File: config.mk
export PLATFORM = sky130hd
export DESIGN_NAME = bitty_sequencer
export DESIGN_NICKNAME = d
export VERILOG_FILES = /design/src/rtl/bitty_sequencer.sv
export SDC_FILE = /design/constraint.sdc
export NUM_CORES = 1
export LEC_CHECK = 0
export BUFFER_PORTS_ARGS = -buffer_cell sky130_fd_sc_hd__buf_2
export CAP_MARGIN = 10
export CORE_ASPECT_RATIO = 1.4
export CORE_MARGIN = 2
export CORE_UTILIZATION = 43
export DETAILED_ROUTE_END_ITERATION = 7
export GPL_TIMING_DRIVEN = 0
export MAX_ROUTING_LAYER = met4
export PLACE_DENSITY = 0.67
export SYNTH_ARGS = -nofsm -noshare
export SYNTH_HDL_FRONTEND = slang
export SYNTH_SLANG_ARGS = --single-unit
export TNS_END_PERCENT = 30
File: constraint.sdc
create_clock -name clk -period 5.8 [get_ports clk]
set_input_delay 0.29 -clock clk [delete_from_list [all_inputs] [get_ports clk]]
set_output_delay 0.29 -clock clk [all_outputs]
set_load 0.01 [all_outputs]
File: src/rtl/bitty_sequencer.sv
// bitty_sequencer: fetch/dispatch/execute/commit controller owning the PC of the bitty core.
//   Ports: clk, reset_n (async, active low), run (level enable);
//   instruction fetch mem_req/mem_addr/mem_ack/mem_rdata;
//   core interface instr/core_start/core_done/alu_result;
//   status pc/retired/busy.
//   Optional: define BITTY_SEQ_SINGLE_STEP_EN to add a step input and a HOLD state after every commit.
module bitty_sequencer #(
  parameter int PC_W = 16,
  parameter int IW   = 16
) (
  input  logic            clk,
  input  logic            reset_n,
  input  logic            run,
`ifdef BITTY_SEQ_SINGLE_STEP_EN
  input  logic            step,
`endif
  output logic            mem_req,
  output logic [PC_W-1:0] mem_addr,
  input  logic            mem_ack,
  input  logic [IW-1:0]   mem_rdata,
  output logic [IW-1:0]   instr,
  output logic            core_start,
  input  logic            core_done,
  input  logic [IW-1:0]   alu_result,
  output logic [PC_W-1:0] pc,
  output logic            retired,
  output logic            busy
);
`ifdef BITTY_SEQ_SINGLE_STEP_EN
  typedef enum logic [2:0] {IDLE, FETCH, DISPATCH, EXEC, COMMIT, HOLD} state_t;
`else
  typedef enum logic [2:0] {IDLE, FETCH, DISPATCH, EXEC, COMMIT} state_t;
`endif
  state_t          state_q, state_d;
  logic [PC_W-1:0] pc_q, pc_d, next_pc;
  logic [IW-1:0]   instr_q, instr_d, res_q, res_d;
  logic            is_branch, taken;
  assign is_branch = instr_q[1:0] == 2'b10;
  assign taken = is_branch && ((instr_q[3:2] == 2'b00 && res_q == IW'(0)) ||
                               (instr_q[3:2] == 2'b01 && res_q == IW'(1)) ||
                               (instr_q[3:2] == 2'b10 && res_q == IW'(2)));
  // Branch target is the 12-bit field zero-extended to the PC width.
  assign next_pc = taken ? PC_W'(instr_q[15:4]) : pc_q + PC_W'(1);
  always_comb begin
    state_d = state_q;
    pc_d    = pc_q;
    instr_d = instr_q;
    res_d   = res_q;
    case (state_q)
      IDLE:     state_d = run ? FETCH : IDLE;
      FETCH: begin
        instr_d = mem_ack ? mem_rdata : instr_q;
        state_d = mem_ack ? DISPATCH : FETCH;
      end
      DISPATCH: state_d = is_branch ? COMMIT : EXEC;
      EXEC: begin
        res_d   = core_done ? alu_result : res_q;
        state_d = core_done ? COMMIT : EXEC;
      end
      COMMIT: begin
        pc_d = next_pc;
`ifdef BITTY_SEQ_SINGLE_STEP_EN
        state_d = run ? HOLD : IDLE;
`else
        state_d = run ? FETCH : IDLE;
`endif
      end
`ifdef BITTY_SEQ_SINGLE_STEP_EN
      HOLD:     state_d = !run ? IDLE : step ? FETCH : HOLD;
`endif
      default:  state_d = IDLE;
    endcase
  end
  always_ff @(posedge clk or negedge reset_n) begin
    if (!reset_n) begin
      state_q <= IDLE;
      pc_q    <= '0;
      instr_q <= '0;
      res_q   <= '0;
    end else begin
      state_q <= state_d;
      pc_q    <= pc_d;
      instr_q <= instr_d;
      res_q   <= res_d;
    end
  end
  // Outputs decode straight from the state register so reset clears them without a clock edge.
  assign mem_req    = state_q == FETCH;
  assign mem_addr   = pc_q;
  assign instr      = instr_q;
  assign core_start = state_q == DISPATCH && !is_branch;
  assign pc         = pc_q;
  assign retired    = state_q == COMMIT;
  assign busy       = state_q != IDLE;
endmodule

Word-level counts from Yosys, hierarchy flattened
Index checks and enable logic that the tools add are counted.
Cells by class
  add/sub/neg operators: 1
  muxes and demuxes: 6
  reductions and logical operators: 15
  eq/ne operators: 9
Operators by type and width (number)
  16-bit by 1-bit adder with 16-bit output, second input constant: 1
  16-bit by 1-bit == test with 1-bit output, second input constant: 1
  16-bit by 2-bit == test with 1-bit output, second input constant: 1
  16-bit logical NOT: 1
  16-bit 2-to-1 mux: 1
  3-bit one-hot mux with 4 select lines: 1
  3-bit by 2-bit == test with 1-bit output, second input constant: 2
  3-bit 2-to-1 mux: 2
  1-bit logical AND: 5
  2-bit == test, second input constant: 2
  2-bit AND reduction: 2
  3-bit by 1-bit == test with 1-bit output, second input constant: 1
  3-bit == test, second input constant: 1
  3-bit logical NOT: 1
  3-bit nonzero test: 1
  2-bit by 1-bit == test with 1-bit output, second input constant: 1
  2-bit logical NOT: 1
  1-bit logical OR: 2
  2-bit 2-to-1 mux: 1
  2-bit OR reduction: 1
  1-bit logical NOT: 1
  1-bit 2-to-1 mux: 1
Word-level totals
  logic and storage cells: 35
  flip-flop bits (word level): 51
  output and inout bits: 52

Longest topological paths before layout
Gate-level depths: netlist (run 1).
  depth after elaboration: 6
  depth in mapped cells: 7

Worst setup path after synthesis (run 1)
OpenSTA, ideal clock, no wires.
  path kind: flip-flop to flip-flop
  start: reg state_q[0]
  end: reg instr_q[10] (netlist: instr[10])
  cell stages (with the launch flop): 7
  setup slack: 3.881 ns
  arrival time: 1.794 ns
  setup time: 0.125 ns
  cells stage by stage: dfrtp_1 -> buf_2 -> nor3b_1 -> and2_1 -> buf_2 -> buf_2 -> mux2_2
On the way
  word-level cells in the longest chain between the ends: 2
Ends and longest elaborated chain
  start: declaration: line 34  | state_t state_q, state_d;
  start signal: assignment: line 81  | state_q <= state_d;
  3-bit by 1-bit == test with 1-bit output
  named net mem_req: line 17  | output logic mem_req,
  2-bit AND reduction (no source line)
  end signal: assignment: line 83  | instr_q <= instr_d;
  end: declaration: line 36  | logic [IW-1:0] instr_q, instr_d, res_q, res_d;
The timed path passes the listed nets, and every way through them passes these cells.
A chain may end at the register's enable or synchronous reset.

Worst setup path after layout (run 1)
  start: reg state_q[0]
  end: out retired
On the way
  word-level cells in the longest chain between the ends: 1
Ends and longest elaborated chain
  3-bit == test: line 93  | assign retired = state_q == COMMIT;
  end: declaration: line 26  | output logic retired,
No other way between the ends.

==> summary.txt, run 1 <==
Drt
  • Routed WL: 6230 um
  • ANT nets after route: 0
  • Vias/cell: 5.40
  • Initial DRC Count: 106
  • Via count: 2256
  • Wire per inst: 14.9 um
  • Drt drc: 0
  • Pre-antenna DRT Iters: 4

Power and ir drop
  • PnR Total Power: 1.27 mW
  • Pwr dens: 386 nW/um2
  • VDD IR max: 0.218 mV
  • Leak: 1.49 nW

Global routing
  • First-pass GRT wire length: 10600 um
  • Grt met3 use: 0.0302
  • Routing usage on met2: 0.339
  • Largest net degree at the start of global routing: 52
  • Vias in the first global route: 2282
  • Grt total ovfl: 0
  • Initial antenna violation count: 0
  • Met1 usage: 0.232
  • Busiest layer in global routing: met2
  • GRT Util Overall: 0.197

Logic synthesis
  • Post-synthesis sequential area ratio: 0.483
  • Average size of a mapped cell: 10.6 um2
  • Syn Nets: 288
  • Synth unique cells: 41
  • Post-Synthesis Cells: 250
  • Yosys reg bits: 51
  • Ys async rst share: 1.00
  • Synthesized area: 2640 um2
  • Number of synthesis warnings: 0
  • Main synth FF type: dfrtp_1
  • Post-synth EDFFs: 0

STA
  • Max Slew Vio Count: 0
  • Setup-violating endpoint count in the final report: 0
  • RSZ-0062 raised after global routing: no
  • Max Fclk: 0.415 GHz
  • Tmin final: 2.41 ns
  • Fin. Hold Viols: 0
  • Rel. slew slack: 0.642
  • Setup slack after layout: 3.39 ns
  • Clk_skew: 0.00674 ns
  • Ratio of final minimum period to clock period: 0.416
  • Worst Tran Pin Value: 0.537 ns
  • Post-route setup TNS: 0 ns
  • WHS: 0.194 ns

Finish
  • Fill cells: 556
  • Layout cell share with drive strength beyond 1: 0.448
  • Storage element area: 1280 um2
  • Area occupied by multi-input gates: 1160 um2
  • Final net count: 385
  • Area Overhead vs Synth: 24.6%
  • # diodes: 0
  • Design area: 3290 um2

Setup path
  • Worst Path Required: 5.51 ns
  • Worst Path Max Fanout: 10
  • Element type at the critical path start: register
  • CP most frequent cell: buf_2
  • Worst Reg-to-Reg Cells: 5
  • Critical path cell sequence: buf_2 -> or3b_2 -> buf_2 -> inv_1 -> buf_2 -> buf_2
  • Critical path endpoint category: output pin
  • Worst path max stage delay: 0.46 ns
  • Reg2reg setup slack: 3.76 ns
  • Kind of critical path: register to output pin
  • Crit path DAT: 2.12 ns
  • Slowest-stage cell, CP: or3b_2

Die
  • Die area: 6790 um2
  • Num rows: 33
  • Initial Util: 0.447
  • Die Width: 70.2 um
  • Die Span Y: 96.7 um
  • Core Region: 5900 um2
  • I/O pins: 89

Clock tree
  • H-tree level count: 2
  • CTS tree: done
  • Root buffer cell: clkbuf_8
  • Clock edge transition at the registers on the reported setup and hold paths: 0.09 ns
  • Clock Latency Late Sink: 0.30 ns
  • CTS Buffer Depth: 2
  • Setup Fix Bufs, Post-CTS: 0
  • CTS Buf Count: 5
  • Clock sink total: 51
  • Post-cts sizing count: 0

Min path
  • Worst hold stages: 3
  • Hold Path Class: primary input to register

Place
  • Count of buffers from port buffering: 88
  • Dpl cell area: 3170 um2
  • Post-place setup slack: 3.74 ns
  • GP Congestion: 0.854
  • Detail Placement HPWL: 4620 um

Job
  • Max Cap Viol: 0

Status
  • Status: complete, no violations
## area by class of cell
cell class              instances  area share
plain buffers                  29      0.0540
clock buffers                   5      0.0209
clock inverters                 3     0.00722
inverters                       6     0.00684
multi-input cells             164       0.354
flip-flops and latches         51       0.388
well taps                      70      0.0266
repair buffers                 90       0.143
## where the power goes
part           leakage (nW)  internal, mW  total (mW)  switching (mW)
sequential            0.589         0.485       0.583          0.0979
combinational         0.858         0.243       0.473           0.230
clock                0.0408        0.0865       0.213           0.126
total                  1.49         0.815        1.27           0.454
## critical path, delay by kind of cell, from the launching register on
family | cells | cell delay [ns]
buffers and inverters | 5 | 0.99
and+or+nand+nor | 1 | 0.46
DFF | 1 | 0.36
## cell usage after synthesis, types with 2 or more instances
master	count	share of area
and2_1	3	0.0071
buf_2	7	0.013
buf_4	16	0.045
clkbuf_1	6	0.0085
dfrtp_1	51	0.48
inv_1	6	0.0085
mux2_2	32	0.14
nand2_1	30	0.043
nand2b_1	3	0.0071
nand3_1	6	0.011
nand4_1	2	0.0047
nor2_1	7	0.0099
nor2b_1	3	0.0071
nor3_1	6	0.011
nor3b_1	2	0.0057
nor4_1	8	0.019
o211ai_1	19	0.054
o21a_1	3	0.0085
o21ai_0	3	0.0057
o22ai_1	7	0.017
or3_1	6	0.014
or4_1	5	0.014
## sequential cells by signal, summed over array words and instances (netlist names)
register  flops
state_q       3
instr        16
res_q        16
mem_addr     16
## layer usage
metal	wire (um)	part of all wire	vias up
li1	-	-	1089
met1	2460	0.39	1082
met2	3380	0.54	77
met3	304	0.049	8
met4	86	0.014	0
met5	0	0	-
## cells by family after synthesis
group | after synthesis | share of synthesized area
compound gates | 42 | 0.117
fa+ha+maj | 1 | 0.00474
buf+inv | 35 | 0.0758
simple gates | 87 | 0.176
xor+xnor | 1 | 0.00332
flops | 51 | 0.483
mux | 33 | 0.140
## worst paths after layout
check	startpoint	end
max in group asynchronous	reset_n	res_q[10]
min reg2reg	res_q[15]	res_q[15]
max	state_q[0]	retired
max reg2reg	mem_addr[0]	mem_addr[14]
min	mem_rdata[3]	instr[3]
min in group asynchronous	reset_n	mem_addr[5]
## metrics by stage
step / utilization / instances
global route: 0.558 / 418
CTS: 0.552 / 416
global placement: 0.537 / 408
detailed placement: 0.537 / 408
finish: 0.558 / 418
floorplan: - / 250
## timing repair
item                                   CTS  global route
endpoints found under the hold margin    0            14
setup endpoints to repair                0             0
hold buffers                             0             1
## layout by cell type (no fill, tap or decap), types with 5 or more instances in the layout
cell type / n
inv_1: 6
o22ai_1: 7
nor4_1: 8
mux2_2: 32
clkbuf_8: 5
nor3_1: 6
o211ai_1: 19
nand2_1: 30
buf_4: 16
dfrtp_1: 51
nor2_1: 7
or3_1: 6
or4_1: 5
clkbuf_1: 6
nand3_1: 6
buf_2: 95
(Power assumes the default switching activity.)
==> run 2: changes to the inputs <==
- ABC_AREA: default -> 1
- PLACE_DENSITY: 0.67 -> 0.66
- clock period: 5.8 -> 2.5 ns (I/O delays scaled with it)
==> summary.txt, run 2 <==
Status
  • Status: complete, no violations

Setup path
  • Critical path endpoint category: register
  • Worst Path Max Fanout: 5
  • Worst path max stage delay: 0.44 ns
  • Element type at the critical path start: register
  • Kind of critical path: register to register
  • Crit path DAT: 1.78 ns
  • Worst Path Required: 2.69 ns
  • Critical path cell sequence: ha_1 -> nand2_1 -> nor2_1 -> nand3_1 -> inv_1 -> nand2_1 -> xor2_1 -> nor2_1
  • CP bufs+invs: 1
  • Slowest-stage cell, CP: dfrtp_1
  • Crit path max-delay family: simple AND/OR/NAND/NOR gates

Clock tree
  • Post-cts sizing count: 0
  • H-tree level count: 2
  • Clock sink total: 51
  • Clock Latency Late Sink: 0.30 ns
  • CTS Buf Count: 5
  • Setup Fix Bufs, Post-CTS: 0
  • CTS Buffer Depth: 2
  • CTS tree: done
  • Clock edge transition at the registers on the reported setup and hold paths: 0.09 ns
  • Root buffer cell: clkbuf_8

STA
  • Max Fclk: 0.628 GHz
  • Max Slew Vio Count: 0
  • Worst Tran Pin Value: 0.413 ns
  • Ratio of final minimum period to clock period: 0.637
  • Clk_skew: 0.00304 ns
  • RSZ-0062 raised after global routing: no
  • Post-route setup TNS: 0 ns
  • Setup-violating endpoint count in the final report: 0
  • Fin. Hold Viols: 0
  • Rel. slew slack: 0.725
  • Tmin final: 1.59 ns

Drt
  • Vias/cell: 4.78
  • Initial DRC Count: 134
  • Pre-antenna DRT Iters: 4
  • Wire per inst: 12.2 um
  • Routed WL: 6130 um
  • Via count: 2409
  • Drt drc: 0
  • ANT nets after route: 0

Global routing
  • First-pass GRT wire length: 10300 um
  • Initial antenna violation count: 0
  • Largest net degree at the start of global routing: 52
  • Vias in the first global route: 2356
  • GRT Util Overall: 0.187
  • Grt total ovfl: 0

Power and ir drop
  • Int Pwr: 1.93 mW
  • Clock network power share: 0.184
  • Pwr dens: 895 nW/um2
  • Sequential share of power: 0.431
  • Net switching share of the total power: 0.368
  • Leak: 1.92 nW
  • Gate power share: 0.385
  • VDD IR max: 0.438 mV
  • NetSw: 1.13 mW
  • PnR Total Power: 3.06 mW

Logic synthesis
  • Synth unique cells: 27
  • Post-Synthesis Cells: 335
  • Average size of a mapped cell: 8.21 um2
  • Number of synthesis warnings: 0
  • Top post-synthesis cells by area: dfrtp_1, nand2_1, nor2_1, inv_1, buf_4
  • Main synth FF type: dfrtp_1
  • Ys async rst share: 1.00
  • Count leader, synth: nand2_1
  • Post-synth top area share: 0.464
  • Syn Nets: 373
  • Post-synth EDFFs: 0
  • Cell taking the most area after synthesis: dfrtp_1
  • Synthesized area: 2750 um2
  • Post-synthesis sequential area ratio: 0.464
  • Yosys reg bits: 51
  • Synth cell count leaders: nand2_1, dfrtp_1, nor2_1

Place
  • Dpl cell area: 3280 um2
  • GP Congestion: 0.782
  • Count of buffers from port buffering: 88
  • Detail Placement HPWL: 4720 um

Finish
  • Commonest non-fill, non-tap cells in the layout: buf_2, nand2_1, dfrtp_1, nor2_1, inv_1
  • Layout cell share with drive strength beyond 1: 0.340
  • Design area: 3410 um2
  • # diodes: 0
  • Final net count: 470
  • Area Overhead vs Synth: 24.1%
  • Most common cell after layout, fill and taps aside: buf_2

Die
  • Die Span Y: 98.6 um
  • Die area: 7060 um2
  • Core Region: 6210 um2
  • Initial Util: 0.443
  • Num rows: 34
  • I/O pins: 89
  • Die Width: 71.6 um

Job
  • Max Cap Viol: 0

Min path
  • Hold Path Class: primary input to register
==> run 2: cell types whose count changed in the layout (fill, tap and decap cells not counted), sizes merged, moves of 5 or more <==
cell | previous run | this run
o21ai | 3 | 9
nor4 | 8 | 0
or4 | 5 | 0
a21oi | 0 | 23
o211ai | 19 | 0
inv | 7 | 48
o22ai | 7 | 0
nand2 | 30 | 78
or3 | 6 | 0
xor2 | 1 | 6
nor2 | 7 | 54
mux2 | 32 | 10
nand3 | 7 | 15
clkbuf | 11 | 6
==> run 2: per-stage QoR <==
step / hold WS [ns] / setup slack (ns) / cells / utilization
after floorplan: -0.171 / 1.09 / 335 / -
after global placement: 0.352 / 0.949 / 495 / 0.528
after detailed placement: 0.361 / 0.886 / 495 / 0.528
after CTS: 0.0375 / 0.870 / 502 / 0.545
after global routing: 0.0426 / 0.706 / 504 / 0.550
final: 0.0420 / 0.907 / 504 / 0.550
==> run 2: cell type report <==
type,instances,area [um2]
tap,72,90.1
multi-input combinational,213,1120
timing repair buffer,90,470
clock inverter,1,30.0
fill,597,2800
sequential,51,1280
clock buffer,6,72.6
buffer,23,174
inverter,48,180
==> run 2: path summary, 6_finish.rpt <==
check	start	end	slack, ns	cells after the start
worst max-delay path	mem_addr[1]	mem_addr[12]	0.91	8
worst min-delay path	run	state_q[0]	0.04	3
worst max register to register	mem_addr[1]	mem_addr[12]	0.91	8
worst min register to register	instr[4]	mem_addr[0]	0.51	2
max in group asynchronous	reset_n	mem_addr[15]	1.70	3
min in group asynchronous	reset_n	instr[1]	0.28	2
==> run 2: kinds of logic (layout without fill, tap and decap cells) <==
kind of cell | Yosys count | count (layout) | synth area share
AO/OA/AOI/OAI | 32 | 32 | 0.0582
multiplexers | 10 | 10 | 0.0505
flip-flops | 51 | 51 | 0.464
XOR/XNOR | 9 | 9 | 0.0287
adder cells (fa/ha/maj) | 1 | 1 | 0.00455
AND/OR/NAND/NOR | 161 | 161 | 0.266
buffers and inverters | 71 | 168 | 0.129
==> run 2: what timing repair did <==
| item | CTS | global route |
|---|---|---|
| hold buffers | 0 | 1 |
| endpoints found under the hold margin | 0 | 16 |
| endpoints found under the setup margin | 0 | 0 |
==> run 2: power by group through the flow <==
stage / clock network, mW / logic, mW / registers, mW
CTS: 0.580 / 1.19 / 1.32
finish: 0.563 / 1.18 / 1.32
detailed placement: 0 / 1.19 / 1.34
global route: 0.606 / 1.32 / 1.36
floorplan: 0 / 0.734 / 1.37
global placement: 0 / 1.16 / 1.32
==> run 2: worst min-delay path, stage by stage <==
cell     delay, ns
buf_2         0.08
nand2_1       0.04
nand4_1       0.07
==> run 2: routing by layer <==
| metal | up-vias | global-route usage | share of wire |
|---|---|---|---|
| li1 | 1213 | - | - |
| met5 | - | - | 0 |
| met4 | 0 | 0.0537 | 0.014 |
| met1 | 1128 | 0.212 | 0.42 |
| met3 | 8 | 0.0225 | 0.043 |
| met2 | 60 | 0.340 | 0.53 |
==> run 3: changes to the inputs <==
- clock period: 2.5 -> 1.5 ns (I/O delays scaled with it)
==> summary.txt, run 3 (same netlist as run 2, synthesis figures left out) <==
Drt
  • Drt drc: 0
  • Routed WL: 6550 um
  • ANT nets after route: 0
  • Pre-antenna DRT Iters: 4
  • Initial DRC Count: 145
  • Vias/cell: 4.75
  • Wire per inst: 12.4 um
  • Via count: 2500

Finish
  • Commonest non-fill, non-tap cells in the layout: buf_2, nand2_1, dfrtp_1, nor2_1, inv_1
  • Fill cells: 563
  • Final net count: 492
  • Area Overhead vs Synth: 35.8%
  • Most common cell after layout, fill and taps aside: buf_2
  • Layout cell share with drive strength beyond 1: 0.412
  • # diodes: 0

STA
  • Max Fclk: 0.701 GHz
  • Ratio of final minimum period to clock period: 0.951
  • WHS: 0.00589 ns
  • Worst Tran Pin Value: 0.497 ns
  • Clk_skew: 0.00446 ns
  • Fin. Hold Viols: 0
  • Max Slew Vio Count: 0
  • Setup-violating endpoint count in the final report: 0
  • Tmin final: 1.43 ns
  • Rel. slew slack: 0.669
  • RSZ-0062 raised after global routing: yes

Global routing
  • GRT Util Overall: 0.195
  • Grt total ovfl: 0
  • Largest net degree at the start of global routing: 52
  • Initial antenna violation count: 0
  • Vias in the first global route: 2436
  • First-pass GRT wire length: 10700 um

Setup path
  • Element type at the critical path start: register
  • Kind of critical path: register to register
  • Critical path cell sequence: ha_2 -> nand2_4 -> nor2_4 -> nand3_4 -> inv_2 -> nand2_1 -> xor2_1 -> nor2_1
  • Critical path endpoint category: register
  • Reg2reg setup slack: 0.07 ns
  • Worst path max stage delay: 0.42 ns
  • Crit path DAT: 1.63 ns
  • Slowest-stage cell, CP: dfrtp_1
  • Worst Path Required: 1.70 ns
  • Worst Path Max Fanout: 4

Clock tree
  • H-tree level count: 2
  • Clock sink total: 51
  • Root buffer cell: clkbuf_8
  • CTS Buffer Depth: 2
  • CTS tree: done
  • Clock edge transition at the registers on the reported setup and hold paths: 0.09 ns
  • Clock Latency Late Sink: 0.30 ns
  • CTS Buf Count: 5

Power and ir drop
  • PnR Total Power: 5.45 mW
  • VDD IR max: 0.747 mV
  • Leak: 2.04 nW
  • Pwr dens: 1460 nW/um2

Job
  • Max Cap Viol: 0

Die
  • Die area: 7060 um2
  • Die Width: 71.6 um
  • Core Region: 6210 um2
  • Die Span Y: 98.6 um
  • I/O pins: 89
  • Num rows: 34
  • Initial Util: 0.443

Place
  • Detail Placement HPWL: 4720 um
  • Count of buffers from port buffering: 88
  • GP Congestion: 0.782

Status
  • Status: complete, no violations

Min path
  • Hold Path Class: primary input to register
[run 3: where the power goes]
part,switching (mW),internal (mW)
clock network,0.452,0.490
registers,0.379,1.86
logic,1.20,1.07
[run 3: metal layers]
metal  vias to the layer above  GRT usage  share of wire
li1                       1261          -              -
met1                      1180      0.218           0.41
met2                        52      0.359           0.55
met3                         7     0.0225          0.030
met4                         0     0.0537          0.013
met5                         -          -              0
[run 3: worst paths after layout]
| kind | end | from | cells after the start |
|---|---|---|---|
| max in group asynchronous | mem_addr[2] | reset_n | 3 |
| min reg2reg | mem_addr[0] | instr[4] | 2 |
| min | instr[4] | mem_rdata[4] | 2 |
| max | mem_addr[12] | mem_addr[1] | 8 |
| max reg2reg | mem_addr[12] | mem_addr[1] | 8 |
| min in group asynchronous | instr[0] | reset_n | 2 |
[run 3: per-stage QoR]
step                      cells  setup WS [ns]  TNS [ns]  utilization  area, um2
after floorplan             335         0.0933         0            -       2750
after global placement      495        -0.0510    -0.134        0.528       3280
after detailed placement    495         -0.114    -0.347        0.528       3280
after CTS                   516        0.00445         0        0.568       3530
after global routing        526        -0.0337    -0.138        0.602       3740
final                       526         0.0736         0        0.602       3740
[run 3: critical path, delay by kind of cell, from the launching register on]
kind	cells	cell delay, ns
fa+ha+maj	1	0.23
xor+xnor	1	0.14
buf+inv	1	0.09
flops	1	0.42
simple gates	5	0.44
[run 3: final cells by class]
| type | instances | area (um2) | area share |
|---|---|---|---|
| Sequential cell | 51 | 1280 | 0.343 |
| Clock inverter | 1 | 30.0 | 0.00804 |
| Timing Repair Buffer | 112 | 668 | 0.179 |
| Inverter | 48 | 180 | 0.0482 |
| Multi-Input combinational cell | 213 | 1230 | 0.331 |
| Buffer | 23 | 178 | 0.0476 |
| Clock buffer | 6 | 72.6 | 0.0194 |
| Tap cell | 72 | 90.1 | 0.0241 |
[run 3: repair_timing]
item / 4_1_cts / 5_1_grt
endpoints found under the hold margin: 9 / 20
pin swaps: 2 / 17
buffers inserted: 5 / 8
hold buffers: 9 / 1
setup endpoints to repair: 12 / 22
cloned: 0 / 0
gates resized for setup: 5 / 38
